===== config.mk =====
export PLATFORM = sky130hd
export DESIGN_NAME = bcd_display_scanner
export DESIGN_NICKNAME = d
export VERILOG_FILES = /design/src/rtl/bcd_display_scanner.sv
export SDC_FILE = /design/constraint.sdc
export NUM_CORES = 1
export LEC_CHECK = 0
export CORE_UTILIZATION = 55
export DETAILED_ROUTE_END_ITERATION = 8
export GPL_TIMING_DRIVEN = 0
export PLACE_DENSITY = 0.79
export SLEW_MARGIN = 30
export SYNTH_ARGS = -nofsm -noshare
export SYNTH_HDL_FRONTEND = slang
export SYNTH_SLANG_ARGS = --single-unit
export TNS_END_PERCENT = 10

===== constraint.sdc =====
create_clock -name clk -period 4.4 [get_ports clk]
set_clock_uncertainty 0.1 [all_clocks]
set_input_delay 1.1 -clock clk [delete_from_list [all_inputs] [get_ports clk]]
set_output_delay 1.1 -clock clk [all_outputs]
set_load 0.05 [all_outputs]

===== src/rtl/bcd_display_scanner.sv =====
// Iterative double-dabble binary-to-BCD converter with seven-segment display registers and a digit scanner.
// Optional signed (two's complement) input handling is enabled by defining BCD_DISPLAY_SIGNED_EN.
module bcd_display_scanner #(
    parameter int WIDTH    = 32,
    parameter int DIGITS   = 8,
    parameter int SCAN_DIV = 50000
) (
    input  logic                  clk,
    input  logic                  rst_n,
    input  logic [WIDTH-1:0]      value_i,
    input  logic                  load_i,
    input  logic                  blank_en_i,
    output logic                  busy_o,
    output logic                  done_o,
    output logic                  overflow_o,
    output logic [7*DIGITS-1:0]   seg_o,
    output logic [DIGITS-1:0]     scan_an_o,
    output logic [6:0]            scan_seg_o
);

    localparam int CNT_W = (SCAN_DIV > 1) ? $clog2(SCAN_DIV) : 1;
    localparam int IDX_W = (DIGITS > 1) ? $clog2(DIGITS) : 1;
    localparam int SH_W  = $clog2(WIDTH + 1);

    localparam logic [6:0] SEG_ZERO  = 7'b1000000;
    localparam logic [6:0] SEG_BLANK = 7'b1111111;
    localparam logic [6:0] SEG_DASH  = 7'b0111111;

    typedef enum logic [1:0] {IDLE, SHIFT, DONE} state_t;

    function automatic logic [6:0] seg_of(input logic [3:0] d);
        case (d)
            4'd0:    seg_of = 7'b1000000;
            4'd1:    seg_of = 7'b1111001;
            4'd2:    seg_of = 7'b0100100;
            4'd3:    seg_of = 7'b0110000;
            4'd4:    seg_of = 7'b0011001;
            4'd5:    seg_of = 7'b0010010;
            4'd6:    seg_of = 7'b0000010;
            4'd7:    seg_of = 7'b1111000;
            4'd8:    seg_of = 7'b0000000;
            4'd9:    seg_of = 7'b0010000;
            default: seg_of = SEG_BLANK;
        endcase
    endfunction

    state_t                state_q, state_d;
    logic [WIDTH-1:0]      bin_q, bin_d, bin_sh;
    logic [4*DIGITS-1:0]   bcd_q, bcd_d, bcd_adj, bcd_sh;
    logic [SH_W-1:0]       cnt_q, cnt_d;
    logic                  ovf_q, ovf_d, shift_out;
    logic                  blank_q, blank_d;
    logic                  neg_q, neg_d;
    logic                  busy_q, busy_d, done_q, done_d, overflow_q, overflow_d;
    logic [7*DIGITS-1:0]   seg_q, seg_d, disp_seg;
    logic                  disp_ovf;
    logic [CNT_W-1:0]      scan_cnt_q, scan_cnt_d;
    logic [IDX_W-1:0]      scan_idx_q, scan_idx_d;
    logic [DIGITS-1:0]     scan_an_q, scan_an_d;
    logic [6:0]            scan_seg_q, scan_seg_d;
    logic [WIDTH-1:0]      magnitude;
    int                    msd;
    int                    sign_pos;

    // One double-dabble step: add 3 to nibbles >= 5, then shift {bcd,bin} left.
    always_comb begin
        bcd_adj = bcd_q;
        for (int k = 0; k < DIGITS; k++) begin
            if (bcd_q[4*k +: 4] >= 4'd5)
                bcd_adj[4*k +: 4] = bcd_q[4*k +: 4] + 4'd3;
        end
        shift_out        = bcd_adj[4*DIGITS-1];
        {bcd_sh, bin_sh} = {bcd_adj, bin_q} << 1;
    end

    always_comb begin
`ifdef BCD_DISPLAY_SIGNED_EN
        neg_d     = load_i ? value_i[WIDTH-1] : neg_q;
        magnitude = value_i[WIDTH-1] ? (~value_i + 1'b1) : value_i;
`else
        neg_d     = 1'b0;
        magnitude = value_i;
`endif
    end

    // Display image built from the final BCD result as it leaves the engine.
    always_comb begin
        msd = 0;
        for (int k = 0; k < DIGITS; k++) begin
            if (bcd_sh[4*k +: 4] != 4'd0)
                msd = k;
        end
        disp_ovf = ovf_q | shift_out;
        sign_pos = DIGITS;
`ifdef BCD_DISPLAY_SIGNED_EN
        if (neg_q) begin
            if (msd == DIGITS - 1)
                disp_ovf = 1'b1;
            sign_pos = blank_q ? msd + 1 : DIGITS - 1;
        end
`endif
        for (int k = 0; k < DIGITS; k++) begin
            disp_seg[7*k +: 7] = seg_of(bcd_sh[4*k +: 4]);
            if (blank_q && k > msd)
                disp_seg[7*k +: 7] = SEG_BLANK;
            if (k == sign_pos)
                disp_seg[7*k +: 7] = SEG_DASH;
            if (disp_ovf)
                disp_seg[7*k +: 7] = SEG_DASH;
        end
    end

    always_comb begin
        state_d    = state_q;
        bin_d      = bin_q;
        bcd_d      = bcd_q;
        cnt_d      = cnt_q;
        ovf_d      = ovf_q;
        blank_d    = blank_q;
        busy_d     = busy_q;
        done_d     = 1'b0;
        overflow_d = overflow_q;
        seg_d      = seg_q;
        case (state_q)
            IDLE: begin
                if (load_i) begin
                    bin_d   = magnitude;
                    bcd_d   = '0;
                    ovf_d   = 1'b0;
                    blank_d = blank_en_i;
                    cnt_d   = '0;
                    busy_d  = 1'b1;
                    state_d = SHIFT;
                end
            end
            SHIFT: begin
                bin_d = bin_sh;
                bcd_d = bcd_sh;
                ovf_d = ovf_q | shift_out;
                cnt_d = cnt_q + 1'b1;
                if (cnt_q == SH_W'(WIDTH - 1)) begin
                    state_d    = DONE;
                    busy_d     = 1'b0;
                    done_d     = 1'b1;
                    seg_d      = disp_seg;
                    overflow_d = disp_ovf;
                end
            end
            default: state_d = IDLE;
        endcase
    end

    always_comb begin
        scan_cnt_d = scan_cnt_q + 1'b1;
        scan_idx_d = scan_idx_q;
        if (scan_cnt_q == CNT_W'(SCAN_DIV - 1)) begin
            scan_cnt_d = '0;
            scan_idx_d = (scan_idx_q == IDX_W'(DIGITS - 1)) ? '0 : scan_idx_q + 1'b1;
        end
        scan_an_d  = ~(DIGITS'(1) << scan_idx_d);
        scan_seg_d = seg_q[7*int'(scan_idx_d) +: 7];
    end

    always_ff @(posedge clk) begin
        if (!rst_n) begin
            state_q    <= IDLE;
            bin_q      <= '0;
            bcd_q      <= '0;
            cnt_q      <= '0;
            ovf_q      <= 1'b0;
            blank_q    <= 1'b0;
            neg_q      <= 1'b0;
            busy_q     <= 1'b0;
            done_q     <= 1'b0;
            overflow_q <= 1'b0;
            seg_q      <= {DIGITS{SEG_ZERO}};
            scan_cnt_q <= '0;
            scan_idx_q <= '0;
            scan_an_q  <= ~DIGITS'(1);
            scan_seg_q <= SEG_ZERO;
        end else begin
            state_q    <= state_d;
            bin_q      <= bin_d;
            bcd_q      <= bcd_d;
            cnt_q      <= cnt_d;
            ovf_q      <= ovf_d;
            blank_q    <= blank_d;
            neg_q      <= (state_q == IDLE) ? neg_d : neg_q;
            busy_q     <= busy_d;
            done_q     <= done_d;
            overflow_q <= overflow_d;
            seg_q      <= seg_d;
            scan_cnt_q <= scan_cnt_d;
            scan_idx_q <= scan_idx_d;
            scan_an_q  <= scan_an_d;
            scan_seg_q <= scan_seg_d;
        end
    end

    assign busy_o     = busy_q;
    assign done_o     = done_q;
    assign overflow_o = overflow_q;
    assign seg_o      = seg_q;
    assign scan_an_o  = scan_an_q;
    assign scan_seg_o = scan_seg_q;

endmodule


==> run metrics <==
# setup viols final=0; first-pass iteration count of the detailed router=5; CTS buffer count=17; LEAKAGE=4.331 nW; crit path time final=3.802 ns; unrepaired setup endpoints after global routing=false; Ports=110; Req. time, crit path=4.67 ns; critical path cell sequence=inv_1 -> ha_1 -> nand2b_1 -> a21oi_1 -> xnor2_1 -> inv_1 -> ha_1 -> and2_1 -> o221ai_1 -> nor4_2 -> and2_1 -> nand2_1 -> nand2_1 -> o221a_2; post-CTS setup buffer count=0; CTS tree=built; Synth area leaders=dfxtp_1, ha_1, nor2_1; Mapped Nets=between 1k and 1.5k; Buf/Inv on CP=2; diode count=0; slew at the pin closest to its max-slew limit=approximately 0.85 ns; Die Area=between 0.015 and 0.02 mm²; crit-path max FO=7; total number of vias=8685; WS Path Type=flop to flop; delay-heaviest family, CP=simple AND/OR/NAND/NOR gates; DR vias/cell=around 6; first-pass GRT wire length=41.57 mm; PostCTS Resize Cnt=0; Max transition margin=0.4354; number of enable flip-flop cells after synthesis=0; Post-synth ARST share=0; Top FF cell, synth=dfxtp_1; CTS Hold Bufs=0; chip height=approximately 130 µm; row cnt=46; antenna violations before repair=0; Slowest-stage cell, CP=nor4_2; R2R cell count=14; gr usage total=0.3216; total power=between 3 and 4 mW; Storage cell area=0.003343 mm²; most common cell in the synthesized netlist=dfxtp_1; R2R Setup Slk=approximately 0.6 ns; power per cell area=a little over 300 mW/mm²; Worst Hold Class=flop to flop; GR Overflow Total=0; drt wl/cell=~18 µm; dpl ws=0.7115 ns; reg2reg start=bcd_q[29]; final hold vios=0; max-cap viol count=0; fill count=around 1.3k; worst hold start=scan_cnt_q[0]; die width=around 130 µm; status=completed; Total Wirelength=26.17 mm; area share of the largest cell type after synthesis=0.3735; Worst Hold Path EP=scan_cnt_q[0]; mapped cell area=slightly below 0.009 mm²; post-synthesis instance total=approximately 1.1k; count of cell types in the netlist=between 60 and 70; CTS sink count=167; top cell type by total area after synthesis=dfxtp_1; number of DRC markers in iteration 0=749; register area share after synthesis=0.3735; post-DP HPWL=19.10 mm; initial core utilization=0.5634; worst skew pair latency=around 0.43 ns; nets@finish=1315; Reg2Reg Capture Point=seg_o[10]; Slew Limit Fails=0; CTS root buf=clkbuf_16; Worst Setup Slack, final=0.5978 ns; hold path depth=1; share of layout cells above drive strength 1=0.07948; H-tree levels=4; clock buffer depth=2; port buffer count=roughly 110; Mean Syn Cell Area=around 8 µm²; most frequent cells after synthesis=dfxtp_1, nor2_1, nand2_1, a21oi_1, o21ai_0; crit path DAT=~4 ns; Yosys reg bits=about 170; CP max stage delay=0.47 ns; vias in the first global route=between 8k and 9k; clock transition at the registers of the reported paths=around 0.06 ns; period utilization=0.8641; ANT nets after route=0; synth warn=0; routability cong.=about 1.0; VDD IR max=between 0.2 and 0.3 mV; Critical Path Start Type=flop; DRC Markers=0; largest net degree at the start of global routing=17; Core Box Area=0.01589 mm²; Multi-input gate area=approximately 0.0052 mm²; Crit. End Element=flop; TNS Setup=0 ns; Synth-to-Final Area Change=21.81%; Max Freq=~260 MHz
==> metal layers <==
metal,global-route usage,wire length [µm],vias up
met5,0,0,-
met4,0.1621,1016,0
met3,0.05987,2097,87
met2,0.5184,11890,440
li1,-,-,4120
met1,0.4122,11170,4038
==> stage by stage <==
| stage | util | instance area [µm²] | std cells | hold WS, ns |
|---|---|---|---|---|
| after global placement | 0.6491 | 10310 | 1418 | 0.3327 |
| after global routing | 0.6863 | 10900 | 1449 | 0.3702 |
| after CTS | 0.6863 | 10900 | 1449 | 0.3544 |
| final | 0.6863 | 10900 | 1449 | 0.3508 |
| after floorplan | - | 8950 | 1093 | 0.3179 |
| after detailed placement | 0.6491 | 10310 | 1418 | 0.3393 |
==> cells in the final DEF (no fill, tap or decap), drive strengths merged, types with 5 or more instances in the layout <==
| cell type | count |
|---|---|
| o221a | 23 |
| and3 | 9 |
| nor3b | 13 |
| nand3 | 31 |
| or4 | 6 |
| nor3 | 10 |
| nand2b | 15 |
| ha | 58 |
| a21oi | 114 |
| nand2 | 125 |
| nor2 | 162 |
| and2 | 8 |
| inv | 40 |
| nor2b | 5 |
| mux2 | 19 |
| xnor2 | 11 |
| clkbuf | 61 |
| o21ai | 67 |
| xor2 | 8 |
| dfxtp | 167 |
| o221ai | 33 |
| mux2i | 24 |
| a31oi | 28 |
| buf | 25 |
| clkdlybuf4s50 | 109 |
==> how the worst max path moves through the flow <==
stage,start,end,slack (ns),depth (start not counted)
after detailed placement,bcd_q[29],seg_o[10],0.71,14
after floorplan,bcd_q[29],seg_o[10],1.32,14
after global routing,bcd_q[29],seg_o[8],0.30,14
after CTS,bcd_q[29],seg_o[10],0.68,14
final,bcd_q[29],seg_o[10],0.60,14
after global placement,bcd_q[29],seg_o[9],0.77,14
==> cell type report <==
cell class,instances,share of cell area
buffer,63,0.02628
clock buffer,23,0.04292
timing repair buffer,109,0.1001
sequential,167,0.3067
multi-input combinational,823,0.4742
inverter,40,0.01377
tap,216,0.02479
clock inverter,8,0.01125
==> worst reg2reg max path, delay by kind of cell, from the launching register on <==
kind / cells / cell delay (ns)
simple gates: 6 / 1.43
compound gates: 3 / 0.80
buf+inv: 2 / 0.29
xor+xnor: 1 / 0.27
flops: 1 / 0.34
fa+ha+maj: 2 / 0.52
==> cell families after synthesis <==
family          share of synthesized area
simple gates                       0.2077
compound gates                     0.2152
flops                              0.3735
buf+inv                           0.04879
fa+ha+maj                         0.08109
mux                               0.05508
xor+xnor                          0.01859
==> registers in the layout (all words and copies together) (netlist names), 2 cells and up <==
| register | cells |
|---|---|
| bcd_q | 32 |
| bin_q | 32 |
| cnt_q | 6 |
| scan_an_o | 8 |
| scan_cnt_q | 16 |
| scan_idx_q | 3 |
| scan_seg_o | 7 |
| seg_o | 56 |
| state_q | 2 |
==> power by group <==
group	internal, mW	switching (mW)
clock	0.918	0.608
combinational	0.0813	0.145
sequential	1.55	0.0206
total	2.55	0.773
No activity file was read; power rests on OpenSTA's default activity.
